--- src/rtl/mac_pkg.sv ---
// rtl/mac_pkg.sv - shared types and defaults for the mac2 vector sequencer
// Contents: operand/accumulator width defaults, sequencer state enum,
// operand FIFO entry struct.
package mac_pkg;

  localparam int DATA_W = 16;
  localparam int ACC_W  = 32;

  typedef enum logic [2:0] {
    IDLE,
    CLEAR,
    RUN,
    DRAIN,
    HOLD
  } state_t;

  typedef struct packed {
    logic [DATA_W-1:0] attr;
    logic [DATA_W-1:0] coeff;
    logic              last;
  } fifo_entry_t;

endpackage

--- src/rtl/mac_op_fifo.sv ---
// rtl/mac_op_fifo.sv - synchronous operand FIFO for the mac2 sequencer
// Ports: clk, rst_in (async active-low), push/push_data (write side),
// pop/pop_data (read side, head shown combinationally), full, empty.
// Push while full and pop while empty are ignored; no pass-through.
module mac_op_fifo
  import mac_pkg::*;
#(
  parameter int DEPTH = 4
) (
  input  logic        clk,
  input  logic        rst_in,
  input  logic        push,
  input  fifo_entry_t push_data,
  input  logic        pop,
  output fifo_entry_t pop_data,
  output logic        full,
  output logic        empty
);

  localparam int AW = $clog2(DEPTH);

  fifo_entry_t   mem [DEPTH];
  // One extra pointer bit separates full from empty when indices match.
  logic [AW:0]   wr_ptr;
  logic [AW:0]   rd_ptr;
  logic          do_push;
  logic          do_pop;

  assign do_push  = push && !full;
  assign do_pop   = pop && !empty;
  assign empty    = (wr_ptr == rd_ptr);
  assign full     = (wr_ptr[AW] != rd_ptr[AW]) && (wr_ptr[AW-1:0] == rd_ptr[AW-1:0]);
  assign pop_data = mem[rd_ptr[AW-1:0]];

  always_ff @(posedge clk or negedge rst_in) begin
    if (!rst_in) begin
      wr_ptr <= '0;
      rd_ptr <= '0;
    end else begin
      if (do_push) wr_ptr <= wr_ptr + (AW+1)'(1);
      if (do_pop)  rd_ptr <= rd_ptr + (AW+1)'(1);
    end
  end

  // Storage is not reset; the pointers alone define valid contents.
  always_ff @(posedge clk) begin
    if (do_push) mem[wr_ptr[AW-1:0]] <= push_data;
  end

endmodule

--- src/rtl/mac_vec_sequencer.sv ---
// rtl/mac_vec_sequencer.sv - initiator-side vector controller for the mac2 MAC
// Ports: clk, rst_in (async active-low); operand stream in_valid/in_ready/
// in_attr/in_coeff/in_last; MAC side mac_a/mac_b/mac_clr (registered) and
// mac_acc; result stream res_valid/res_ready/res_data/res_count.
module mac_vec_sequencer #(
  parameter int DATA_W     = mac_pkg::DATA_W,
  parameter int ACC_W      = mac_pkg::ACC_W,
  parameter int FIFO_DEPTH = 4,
  parameter int MAC_LAT    = 1
) (
  input  logic              clk,
  input  logic              rst_in,
  input  logic              in_valid,
  output logic              in_ready,
  input  logic [DATA_W-1:0] in_attr,
  input  logic [DATA_W-1:0] in_coeff,
  input  logic              in_last,
  output logic [DATA_W-1:0] mac_a,
  output logic [DATA_W-1:0] mac_b,
  output logic              mac_clr,
  input  logic [ACC_W-1:0]  mac_acc,
  output logic              res_valid,
  input  logic              res_ready,
  output logic [ACC_W-1:0]  res_data,
  output logic [7:0]        res_count
);

  import mac_pkg::*;

  localparam int DW = $clog2(MAC_LAT + 2);

  state_t            state;
  state_t            state_nxt;
  fifo_entry_t       push_entry;
  fifo_entry_t       head;
  logic              full;
  logic              empty;
  logic              push;
  logic              pop;
  logic              rdy_en;
  logic              drain_done;
  logic [DW-1:0]     drain_cnt;
  logic [7:0]        elem_cnt;
  logic [DATA_W-1:0] a_nxt;
  logic [DATA_W-1:0] b_nxt;
  logic              clr_nxt;

  // in_ready is held low in reset and rises on the first edge after release.
  assign in_ready   = rdy_en && !full;
  assign push       = in_valid && in_ready;
  assign push_entry = '{attr: in_attr, coeff: in_coeff, last: in_last};
  // The counter hits 0 on the edge where it was 1: that edge latches mac_acc.
  assign drain_done = (state == DRAIN) && (drain_cnt == DW'(1));

  mac_op_fifo #(
    .DEPTH (FIFO_DEPTH)
  ) u_fifo (
    .clk       (clk),
    .rst_in    (rst_in),
    .push      (push),
    .push_data (push_entry),
    .pop       (pop),
    .pop_data  (head),
    .full      (full),
    .empty     (empty)
  );

  always_ff @(posedge clk or negedge rst_in) begin
    if (!rst_in) state <= IDLE;
    else         state <= state_nxt;
  end

  always_comb begin
    state_nxt = state;
    case (state)
      IDLE:    if (!empty) state_nxt = CLEAR;
      CLEAR:   state_nxt = RUN;
      RUN:     if (pop && head.last) state_nxt = DRAIN;
      DRAIN:   if (drain_done) state_nxt = HOLD;
      HOLD:    if (res_ready) state_nxt = IDLE;
      default: state_nxt = IDLE;
    endcase
  end

  // Next values of the registered MAC outputs; zeros whenever no pair issues.
  always_comb begin
    pop     = (state == RUN) && !empty;
    a_nxt   = pop ? head.attr  : '0;
    b_nxt   = pop ? head.coeff : '0;
    clr_nxt = (state == CLEAR);
  end

  always_ff @(posedge clk or negedge rst_in) begin
    if (!rst_in) begin
      mac_a     <= '0;
      mac_b     <= '0;
      mac_clr   <= 1'b1;
      rdy_en    <= 1'b0;
      elem_cnt  <= '0;
      drain_cnt <= '0;
      res_valid <= 1'b0;
      res_data  <= '0;
      res_count <= '0;
    end else begin
      mac_a   <= a_nxt;
      mac_b   <= b_nxt;
      mac_clr <= clr_nxt;
      rdy_en  <= 1'b1;

      if (state == CLEAR)                  elem_cnt <= '0;
      else if (pop && elem_cnt != 8'hFF)   elem_cnt <= elem_cnt + 8'd1;

      if (pop && head.last)                drain_cnt <= DW'(MAC_LAT + 1);
      else if (state == DRAIN)             drain_cnt <= drain_cnt - DW'(1);

      if (drain_done) begin
        res_valid <= 1'b1;
        res_data  <= mac_acc;
        res_count <= elem_cnt;
      end else if (state == HOLD && res_ready) begin
        res_valid <= 1'b0;
      end
    end
  end

endmodule

--- config.mk ---
export PLATFORM = sky130hd
export DESIGN_NAME = mac_vec_sequencer
export DESIGN_NICKNAME = d
export VERILOG_FILES = /design/src/rtl/mac_pkg.sv /design/src/rtl/mac_op_fifo.sv /design/src/rtl/mac_vec_sequencer.sv
export SDC_FILE = /design/constraint.sdc
export NUM_CORES = 1
export LEC_CHECK = 0
export CORE_MARGIN = 2
export CORE_UTILIZATION = 47
export CTS_BUF_LIST = sky130_fd_sc_hd__clkbuf_16
export DETAILED_ROUTE_END_ITERATION = 8
export PLACE_DENSITY = 0.73
export SYNTH_ARGS = -nofsm -noshare
export SYNTH_HDL_FRONTEND = slang
export SYNTH_SLANG_ARGS = --single-unit
--- constraint.sdc ---
create_clock -name clk -period 2.1 [get_ports clk]
set_clock_uncertainty 0.05 [all_clocks]
set_input_delay 0.21 -clock clk [delete_from_list [all_inputs] [get_ports clk]]
set_output_delay 0.21 -clock clk [all_outputs]
set_load 0.05 [all_outputs]
==> summary.txt, run 1 <==
Outcome - finished, final reports clean
Area contributors post-synth - edfxtp_1 47%, dfrtp_1 28%, mux4_2 8.8%
Initial antenna violation count - 0
CTS Root Cell - clkbuf_16
Detailed-placement wirelength estimate - 9.95 mm
P&R area growth vs syn - 29.3%
CP endpoint kind - primary output
Switching Share - 35.7%
Syn Area/Cell - 19.1 um^2
Top cell type by total area after synthesis - edfxtp_1
Clock Power Share - 23.4%
Worst Tran Pin Value - 0.590 ns
Max Cap Viol - 0
DP Area - 10200 um^2
Maximum clock insertion buffer count - 3
H-Tree Depth - 1
Kind of critical path - flop to primary output
WP data required - 1.84 ns
Synth Register Bits - 226
EDFF count, synth - 132
Most common cell after layout, fill and taps aside - clkdlybuf4s50_1
Ratio of cells with drive above 1 in the final layout - 21.3%
Asr flop ratio synth - 41.6%
Synth Flop Type - edfxtp_1
CTS tree - yes
Die area - 19000 um^2
GRT Residual Overflow - 0
Layout Cells excl Fill - 845
Synthesized net count - 518
Switching pwr - 5.88 mW
P per Cell Area - 1510 nW/um^2
Tot GR Track Use - 16.8%
Clk pin slew, worst setup/hold paths - 0.06 ns
Synth top area share - 47.0%
Max VDD drop - 0.873 mV
Setup ws final - 0.0843 ns
# rows - 48
Synthesized area - 8430 um^2
Seq/Total Area, Yosys - 74.9%
Residual DRC - 0
Utilization after layout - 62.6%
Crit path launch type - flop
WL/cell - 18.3 um
Yosys cell types - 37
Logic pwr share - 38.7%
Leak - 4.10 nW
Vias in the first global route - 4680
First-pass GRT wire length - 24.6 mm
Final Cell Area - 10900 um^2
Initial core utilization - 48.4%
Hold Fails Final Rpt - 0
Pwr Total - 16.5 mW
Post-route antenna net violation count - 0
Pint - 10.6 mW
Sink Count - 226
CP max FO - 6
Final Cycle Share - 96.0%
Final setup viols - 0
Inst Count DP - 801
Gpl congestion - 0.756
Hold WS - 0.170 ns
Final period demand of the worst path - 2.02 ns
I/O pin cnt - 144
Worst Setup SP - u_fifo.wr_ptr[1]
Max frequency - 496 MHz
FF-to-FF Start - u_fifo.wr_ptr[0]
Warnings, synthesis - 0
Place WS - 0.130 ns
Slew headroom - 60.3%
DRT Wirelength - 15.5 mm
Starting DRT DRC Count - 246
Commonest non-fill, non-tap cells in the layout - 140 x clkdlybuf4s50_1, 132 x edfxtp_1, 91 x dfrtp_1
Pin count of the biggest net entering global routing - 43
Vias - 4437
RSZ-0062 raised after global routing - no
# port buffers - 143
Max-slew violations - 0
Chip Height - 138 um
Area of the core - 17400 um^2
Worst min-delay path category - primary input to async pin
Arrival @ worst endpoint - 1.76 ns
Mapped Cells - 442
Worst-Skew Late Latency - 0.51 ns
Total CTS buffers - 23
Register share of total power - 37.9%
Setup tns final - 0 ns
TritonRoute pass-1 iters - 4
Die width - 138 um
Fin nets - 678
Vias per cell - 5.25
## worst max-delay path, stage by stage, from the launching register on
cell	delay (ns)
dfrtp_1	0.44
xor2_2	0.20
o31a_2	0.40
buf_4	0.21
## kinds of logic after synthesis
| group | count (synthesis) | synth area share, % |
|---|---|---|
| buf+inv | 27 | 1.44 |
| flops | 226 | 74.9 |
| fa+ha+maj | 7 | 1.04 |
| xor+xnor | 9 | 1.20 |
| mux | 73 | 14.2 |
| other cells | 1 | 0.0445 |
| simple gates | 71 | 4.99 |
| compound gates | 28 | 2.21 |
## worst paths after layout
path	to	slack, ns	cells past startpoint
max reg2reg	u_fifo.mem[3][12]	0.12	3
max in group asynchronous	res_data[7]	1.19	3
min in group clk	res_data[24]	0.26	2
min	res_data[24]	0.17	2
max	in_ready	0.08	3
min reg2reg	res_count[7]	0.44	2
## synth_stat cells, types with 3 or more instances
library cell,number
edfxtp_1,132
dfrtp_1,93
mux2_2,40
mux4_2,33
and2_1,32
nand2_1,12
a21oi_1,9
buf_2,9
inv_1,9
and3_1,7
ha_1,7
clkbuf_1,6
o31ai_1,6
o21ai_0,5
xnor2_1,4
nand3_1,3
nor3_1,3
o31a_1,3
or4_1,3
xor2_2,3
## routing by layer
metal  track usage, %  vias to the layer above  part of all wire (%)
met2             28.5                      157                    49
li1                 -                     2005                     -
met4             3.85                        0                   1.4
met3             3.47                       21                   7.7
met1             22.4                     2254                    41
met5                0                        -                     0
## flip-flops by register name (all words and copies together), names as in the netlist
register and count:
mac_b 16, res_count 8, rdy_en 1, mac_clr 1, u_fifo.wr_ptr 3, mac_a 16, u_fifo.rd_ptr 3, u_fifo.mem 132
res_valid 1, res_data 32, state 3, elem_cnt 8, drain_cnt 2
## cell type report
cell class	count	area [um^2]
Fill cell	1239	6510
Sequential cell	226	6320
Multi-Input combinational cell	189	2020
Timing Repair Buffer	153	1530
Clock buffer	23	576
Tap cell	225	282
Clock inverter	19	145
Inverter	9	33.8
Antenna cell	1	2.50
## repair_timing
item                                    4_1_cts  5_1_grt
buffers inserted                              0        0
hold buffers                                  1        0
resized for setup                             1        0
endpoints found under the setup margin        1        0
endpoints found under the hold margin        39        0
## power groups by stage
stage          clock network [mW]  registers (mW)  logic [mW]
3_3_place_gp                    0            6.26        6.34
2_1_floorplan                   0            8.10        2.57
3_5_place_dp                    0            6.33        6.45
5_1_grt                      4.15            6.34        6.83
6_report                     3.85            6.23        6.37
4_1_cts                      3.96            6.24        6.49
Power figures use the tool's default switching activity.
==> inputs of run 2 (changes only) <==
--- a/config.mk
+++ b/config.mk
@@ -5,7 +5,6 @@
 export SDC_FILE = /design/constraint.sdc
 export NUM_CORES = 1
 export LEC_CHECK = 0
-export CORE_MARGIN = 2
 export CORE_UTILIZATION = 47
 export CTS_BUF_LIST = sky130_fd_sc_hd__clkbuf_16
 export DETAILED_ROUTE_END_ITERATION = 8
==> summary.txt, run 2 (synthesis results as in run 1) <==
Outcome - finished, final reports clean
P&R area growth vs syn - 31.1%
Worst min-delay path category - primary input to async pin
Worst-Skew Late Latency - 0.49 ns (-0.02 ns)
Gpl congestion - 0.746 (-1.3%)
Logic pwr share - 39.1% (+0.4 points)
Final Cell Area - 11100 um^2 (+1.3%)
Max frequency - 488 MHz (-1.7%)
Max-slew violations - 0 (unchanged)
Tot GR Track Use - 17.4% (+0.59 points)
Largest stage delay, worst path - 0.79 ns (+0.35 ns)
P per Cell Area - 1490 nW/um^2 (-1.3%)
Initial core utilization - 48.4% (unchanged)
Kind of critical path - flop to primary output
# port buffers - 143 (unchanged)
Inserted Diodes - 0 (-1)
Layout fillers - 1247 (+0.65%)
Slew headroom - 56.3% (-4.0 points)
First-pass GRT wire length - 24.4 mm (-0.70%)
Worst reg-to-reg path cell count - 4 (+1)
CP Cell Sequence - clkdlybuf4s50_1
Delay-heaviest family, CP - buffers and inverters
Arrival @ worst endpoint - 1.79 ns (+0.03 ns)
GRT Residual Overflow - 0 (unchanged)
Register share of total power - 37.9% (about the same)
Final setup viols - 0 (unchanged)
Switching pwr - 5.79 mW (-1.6%)
CTS tree - yes
Max reg flops - 132 (unchanged)
Crit path launch type - flop
CP max FO - 1 (-5)
Final Cycle Share - 97.6% (+1.7 points)
WL/cell - 17.9 um (-2.1%)
Vias in the first global route - 4692 (+0.26%)
Area of the core - 17400 um^2 (unchanged)
WP data required - 1.84 ns (about the same)
Max Cap Viol - 0 (unchanged)
Sink Count - 226 (unchanged)
Total CTS buffers - 23 (unchanged)
Initial antenna violation count - 0 (unchanged)
Most common cell after layout, fill and taps aside - clkdlybuf4s50_1
Setup tns final - 0 ns (unchanged)
Detailed-placement wirelength estimate - 9.84 mm (-1.1%)
# rows - 48 (unchanged)
Vias - 4432 (-0.11%)
DP Area - 10300 um^2 (+1.5%)
Hold Fails Final Rpt - 0 (unchanged)
Final period demand of the worst path - 2.05 ns (+0.0349 ns)
DRT Wirelength - 15.3 mm (-1.5%)
Critical path's slowest cell - clkdlybuf4s50_1
TritonRoute pass-1 iters - 4 (unchanged)
Maximum clock insertion buffer count - 3 (unchanged)
Chip Height - 136 um (-1.4%)
Max VDD drop - 0.959 mV (+9.9%)
Leak - 4.16 nW (+1.5%)
Die width - 136 um (-1.4%)
Ratio of cells with drive above 1 in the final layout - 21.4% (+0.12 points)
Switching Share - 35.1% (-0.58 points)
Clk pin slew, worst setup/hold paths - 0.06 ns (about the same)
Commonest non-fill, non-tap cells in the layout - 141 x clkdlybuf4s50_1, 132 x edfxtp_1, 91 x dfrtp_1
Fin nets - 685 (+1.0%)
CTS Root Cell - clkbuf_16
Die area - 18500 um^2 (-2.9%)
Pint - 10.7 mW (+0.97%)
Buffer and inverter count on the worst path - 1 (unchanged)
I/O pin cnt - 144 (unchanged)
Pwr Total - 16.5 mW (about the same)
CP endpoint kind - primary output
Worst Tran Pin Value - 0.650 ns (+0.0599 ns)
Pin count of the biggest net entering global routing - 53 (+23%)
Crit path depth - 1 (-2)
RSZ-0062 raised after global routing - no
Starting DRT DRC Count - 149 (-39%)
H-Tree Depth - 1 (unchanged)
Clock Power Share - 23.0% (-0.4 points)
Residual DRC - 0 (unchanged)
Vias per cell - 5.21 (-0.70%)
Post-route antenna net violation count - 0 (unchanged)
-- run 2: area by class of cell --
class,count,area (um^2),share of cell area [%]
Sequential cell,226,6320,57.2
Multi-Input combinational cell,189,2020,18.3
Timing Repair Buffer,160,1680,15.2
Clock buffer,25,626,5.66
Tap cell,225,282,2.55
Clock inverter,16,87.6,0.793
Inverter,9,33.8,0.306
-- run 2: power groups by stage --
stage | logic [mW] | clock network, mW | registers [mW]
finish | 6.44 | 3.79 | 6.23
global route | 6.87 | 4.04 | 6.35
CTS | 6.56 | 3.89 | 6.25
global placement | 6.45 | 0 | 6.28
floorplan | 2.57 | 0 | 8.10
detailed placement | 6.54 | 0 | 6.33
-- run 2: path summary, 6_finish.rpt --
path                                       start          endpoint  slack (ns)
worst max-delay path                     mac_clr           mac_clr        0.05
worst min-delay path                      rst_in      res_count[4]        0.07
min in group clk                      mac_acc[8]       res_data[8]        0.28
worst max register to register  u_fifo.wr_ptr[0]  u_fifo.mem[3][2]        0.27
max in group asynchronous                 rst_in      res_data[17]        1.31
worst min register to register      res_count[7]      res_count[7]        0.44
-- run 2: stage by stage --
step	cells	worst slack, ns	utilization, %	hold WS [ns]
global placement	808	0.298	59.3	0.0243
CTS	850	0.0277	63.4	0.0529
floorplan	442	0.113	-	-0.136
finish	850	0.0494	63.4	0.0736
global route	850	0.0128	63.4	0.0797
detailed placement	808	0.258	59.3	0.0280
-- run 2: per-layer routing --
layer	wire [um]	part of all wire (%)	GRT usage [%]
met5	0	0	0
met4	269	1.8	4.94
met3	822	5.4	3.06
met2	7630	50	30.4
met1	6530	43	22.1
-- run 2: repair_timing --
| action | CTS | global route |
|---|---|---|
| endpoints found under the hold margin | 93 | 0 |
| buffers inserted | 0 | 0 |
| hold buffers | 1 | 0 |
| gates resized for setup | 0 | 0 |
==> inputs of run 3 (changes only) <==
--- a/config.mk
+++ b/config.mk
@@ -9,6 +9,7 @@
 export CTS_BUF_LIST = sky130_fd_sc_hd__clkbuf_16
 export DETAILED_ROUTE_END_ITERATION = 8
 export PLACE_DENSITY = 0.73
+export REMOVE_ABC_BUFFERS = 1
 export SYNTH_ARGS = -nofsm -noshare
 export SYNTH_HDL_FRONTEND = slang
 export SYNTH_SLANG_ARGS = --single-unit
==> summary.txt, run 3 (synthesis results as in run 1) <==
Gpl congestion - 0.798 (+7.0%)
TritonRoute pass-1 iters - 4 (unchanged)
Max reg flops - 132 (unchanged)
WP data required - 1.84 ns (about the same)
Final Cycle Share - 97.7% (about the same)
Post-route antenna net violation count - 0 (unchanged)
Worst Tran Pin Value - 0.566 ns (-0.0838 ns)
Worst-Skew Late Latency - 0.50 ns (about the same)
WL/cell - 18.9 um (+5.1%)
Sink Count - 226 (unchanged)
Chip Height - 136 um (unchanged)
CP max FO - 4 (+3)
DRT Wirelength - 16.1 mm (+5.6%)
Final period demand of the worst path - 2.05 ns (+0.000668 ns)
Vias per cell - 5.25 (+0.68%)
I/O pin cnt - 144 (unchanged)
Switching Share - 35.3% (+0.19 points)
Vias - 4483 (+1.2%)
Tot GR Track Use - 18.1% (+0.80 points)
Worst min-delay path category - primary input to async pin
Commonest non-fill, non-tap cells in the layout - 140 x clkdlybuf4s50_1, 132 x edfxtp_1, 90 x dfrtp_1
Initial core utilization - 48.4% (unchanged)
Met1 Usage GRT - 22.7% (+0.53 points)
Die area - 18500 um^2 (unchanged)
Maximum clock insertion buffer count - 3 (unchanged)
Inserted Diodes - 0 (unchanged)
Logic pwr share - 39.3% (+0.2 points)
Switching pwr - 5.88 mW (+1.7%)
Vias in the first global route - 4842 (+3.2%)
Utilization after layout - 63.5% (about the same)
Clk pin slew, worst setup/hold paths - 0.06 ns (about the same)
Max VDD drop - 1.05 mV (+9.1%)
Max frequency - 488 MHz (about the same)
Outcome - finished, final reports clean
Die width - 136 um (unchanged)
Fin nets - 689 (+0.58%)
Max Cap Viol - 0 (unchanged)
CTS Root Cell - clkbuf_16
Detailed-placement wirelength estimate - 10.5 mm (+6.4%)
CP endpoint kind - primary output
Layout fillers - 1216 (-2.5%)
Slew headroom - 62.3% (+6.0 points)
Ratio of cells with drive above 1 in the final layout - 23.1% (+1.6 points)
CTS tree - yes
Arrival @ worst endpoint - 1.79 ns (about the same)
Leak - 4.20 nW (+0.90%)
Most common cell after layout, fill and taps aside - clkdlybuf4s50_1
Clock Power Share - 23.3% (+0.3 points)
Max-slew violations - 0 (unchanged)
GRT Max-Usage Layer - met2
Residual DRC - 0 (unchanged)
RSZ-0062 raised after global routing - no
Final setup viols - 0 (unchanged)
Register share of total power - 37.4% (-0.5 points)
Crit path launch type - flop
Hold Fails Final Rpt - 0 (unchanged)
Total CTS buffers - 23 (unchanged)
Initial antenna violation count - 0 (unchanged)
DP Area - 10300 um^2 (-0.25%)
Pint - 10.8 mW (+0.81%)
Kind of critical path - flop to primary output
First-pass GRT wire length - 25.5 mm (+4.2%)
Final Cell Area - 11100 um^2 (about the same)
# rows - 48 (unchanged)
# port buffers - 143 (unchanged)
Area of the core - 17400 um^2 (unchanged)
Hold WS - 0.187 ns (+0.113 ns)
H-Tree Depth - 1 (unchanged)
P per Cell Area - 1510 nW/um^2 (+1.1%)
Pin count of the biggest net entering global routing - 43 (-19%)
GRT met3 Usage - 4.55% (+1.5 points)
Starting DRT DRC Count - 311 (+110%)
GRT Residual Overflow - 0 (unchanged)
P&R area growth vs syn - 31.1% (about the same)
Met2 Usage GRT - 31.5% (+1.1 points)
-- run 3: changes by cell type in the layout (fill, tap and decap cells not counted), moves of 2 or more --
cell      delta
and3_2       +4
clkinv_1     -3
inv_1        -4
and3_4       -4
buf_12       -2
clkinv_2     +6
buf_4        +6
-- run 3: through the flow --
stage               power [mW]  std cells  setup TNS [ns]  setup slack [ns]
floorplan                 10.6        424         -264.17             -1.69
global placement          12.7        810               0             0.301
detailed placement        12.9        810               0             0.259
CTS                       16.8        852               0            0.0252
global route              17.4        854               0           0.00956
finish                    16.6        854               0            0.0488
-- run 3: power by group through the flow --
stage | registers [mW] | logic (mW) | clock network, mW
2_1_floorplan | 8.35 | 2.20 | 0
3_3_place_gp | 6.25 | 6.45 | 0
3_5_place_dp | 6.31 | 6.57 | 0
4_1_cts | 6.24 | 6.61 | 3.97
5_1_grt | 6.33 | 6.95 | 4.14
6_report | 6.23 | 6.53 | 3.88
-- run 3: worst paths after layout --
path	cells after the start	to	from	slack, ns
worst max-delay path	4	in_ready	u_fifo.rd_ptr[0]	0.05
worst min-delay path	2	res_data[25]	rst_in	0.19
worst max register to register	5	u_fifo.mem[3][10]	u_fifo.rd_ptr[0]	0.16
worst min register to register	1	res_data[25]	res_data[25]	0.45
max in group asynchronous	3	mac_clr	rst_in	1.11
min in group clk	2	res_data[23]	mac_acc[23]	0.29
-- run 3: layer usage --
layer,vias to the layer above,part of all wire (%),wire length (um)
met5,-,0,0
met4,0,2.2,358
met3,28,7.8,1260
met2,176,49,7880
met1,2251,41,6610
li1,2028,-,-
-- run 3: worst max-delay path, cell delays in order, from the launching register on --
cell and delay, ns:
dfrtp_2 0.44, xor2_2 0.21, o31a_1 0.33, buf_4 0.16
buf_12 0.14
-- run 3: timing repair --
item                                    4_1_cts  5_1_grt
resized for setup                             0        2
setup buffers                                 0        2
hold buffers                                  1        0
endpoints found under the hold margin        34        0
endpoints found under the setup margin        0        2
-- run 3: area by class of cell --
type                    instances  area [um^2]  area share (%)
clock buffers                  24          601            5.43
repair buffers                164         1690            15.3
well taps                     225          282            2.55
clock inverters                17          125            1.13
inverters                       9         33.8           0.306
multi-input cells             189         2000            18.1
flip-flops and latches        226         6320            57.2
==> edit: new RTL, flow settings as in run 2 <==
Encoding of `state_t`: now Gray code (3 bits for 5 states).
--- a/src/rtl/mac_pkg.sv
+++ b/src/rtl/mac_pkg.sv
@@ -7,11 +7,11 @@
   localparam int ACC_W  = 32;
 
   typedef enum logic [2:0] {
-    IDLE,
-    CLEAR,
-    RUN,
-    DRAIN,
-    HOLD
+    IDLE  = 3'b000,
+    CLEAR = 3'b001,
+    RUN   = 3'b011,
+    DRAIN = 3'b010,
+    HOLD  = 3'b110
   } state_t;
 
   typedef struct packed {
Behaviour: same outputs for any inputs over 10 cycles, from zero or initial values and one cycle with rst_in low; not proved beyond that.
==> edit against run 2 <==
Count of clock-buffer cells in the layout shrank 2; core utilization shrank 0.25 points; via count shrank 1.1%; power grew 1.0%; final area shrank 0.40%; wire length grew 3.1%; area after synthesis grew 0.28%; global-route usage grew 0.36 points; sequential cell count is the same; non-clock buffer count shrank 3; worst setup slack lost 13 ps; critical path depth grew 2.
==> edit: results <==
{
  "buf_share": 0.146,
  "crit_start": "u_fifo.wr_ptr[0]",
  "final_nets": 678,
  "cp_max_fo": 6,
  "endpoint": "in_ready",
  "grt_pass1_vias": 4615,
  "htreeDepth": 1,
  "multi_input_area_share": 0.185,
  "drtIter0Drc": 279,
  "leakagePower_nw": 4.12,
  "worstReg2RegEnd": "u_fifo.mem[3][13]",
  "placed_cell_area_um2": 10300,
  "dp.cells": 802,
  "synth_common_cells": "edfxtp_1 (132), dfrtp_1 (93), mux2_2 (41)",
  "register_area_um2": 6320,
  "fillers": 1237,
  "grt_start_max_net_pins": 45,
  "multi_input_area_um2": 2040,
  "slew_headroom": 0.635,
  "dp_hpwl_mm": 9.86,
  "ir_drop_uv": 1030,
  "rrSetupSlack_ps": 120,
  "netlist_instances": 437,
  "clk_share": 0.0670,
  "inverters_excl_clock": 6,
  "status": "finished, final reports clean",
  "grt_pass1_wl_mm": 24.8,
  "wl_per_cell_um": 18.6,
  "globalplace.congestion": 0.779,
  "yosysUniqueCellTypes": 42,
  "ys_seq_area_frac": 0.747,
  "reg2regPathDepth": 3,
  "setup_viol": 0,
  "numCtsBuffers": 22,
  "nClkBuffers": 23,
  "hold_slack_ps": 169,
  "grt_use_total": 0.177,
  "cts_root_buf": "clkbuf_16",
  "synth_area_leaders": "edfxtp_1 (47%), dfrtp_1 (28%), mux4_2 (8.8%)",
  "fin_crit_sh": 0.983,
  "vias": 4384,
  "nNonClkBuffers": 157,
  "synth_nets": 513,
  "fin_cells": 843,
  "layout-drive-gt1-share": 0.228
}
==> edit: cell count changes after synthesis, sizes merged, moves of 2 or more <==
cell / before / now
buf: 11 / 8
a21oi: 9 / 7
o211ai: 2 / 0
o31a: 3 / 1
mux2i: 0 / 4
nand2: 12 / 16
nor2: 2 / 5
nor3b: 2 / 0
inv: 9 / 6
o31ai: 7 / 2
and3: 7 / 4
==> edit: layer usage <==
layer / part of all wire / vias to the layer above / GRT usage
met4: 0.019 / 0 / 0.0426
met5: 0 / - / 0
li1: - / 1985 / -
met1: 0.43 / 2209 / 0.233
met3: 0.069 / 24 / 0.0339
met2: 0.48 / 166 / 0.304
==> edit: repair_timing <==
action                                  in CTS  in global routing
resized for setup                            0                  1
endpoints found under the setup margin       0                  1
hold buffers                                 1                  0
endpoints found under the hold margin       34                  0
setup buffers                                0                  0
==> edit: per-stage QoR <==
step           utilization  TNS, ps
2_1_floorplan            -    -4330
3_3_place_gp         0.589        0
3_5_place_dp         0.589        0
4_1_cts              0.632        0
5_1_grt              0.632        0
6_report             0.632        0
==> edit: kinds of logic (layout without fill, tap and decap cells) <==
family	Yosys count	count (layout)	synth area share
AND/OR/NAND/NOR	72	72	0.0479
adder cells (fa/ha/maj)	7	7	0.0104
other	1	1	0.000443
AO/OA/AOI/OAI	22	22	0.0182
multiplexers	78	78	0.147
flip-flops	226	226	0.747
buffers and inverters	22	203	0.0141
XOR/XNOR	9	9	0.0146
==> edit: critical path, cell delays in order (launching register included) <==
cell     delay (ps)
dfrtp_1         480
xor2_4          210
o31a_2          400
buf_4           210
==> edit: where the power goes <==
group	internal, mW	leakage, nW	switching, mW	total (mW)
logic	2.62	1.35	3.79	6.41
clock network	2.36	0.376	1.61	3.96
registers	5.76	2.39	0.503	6.26
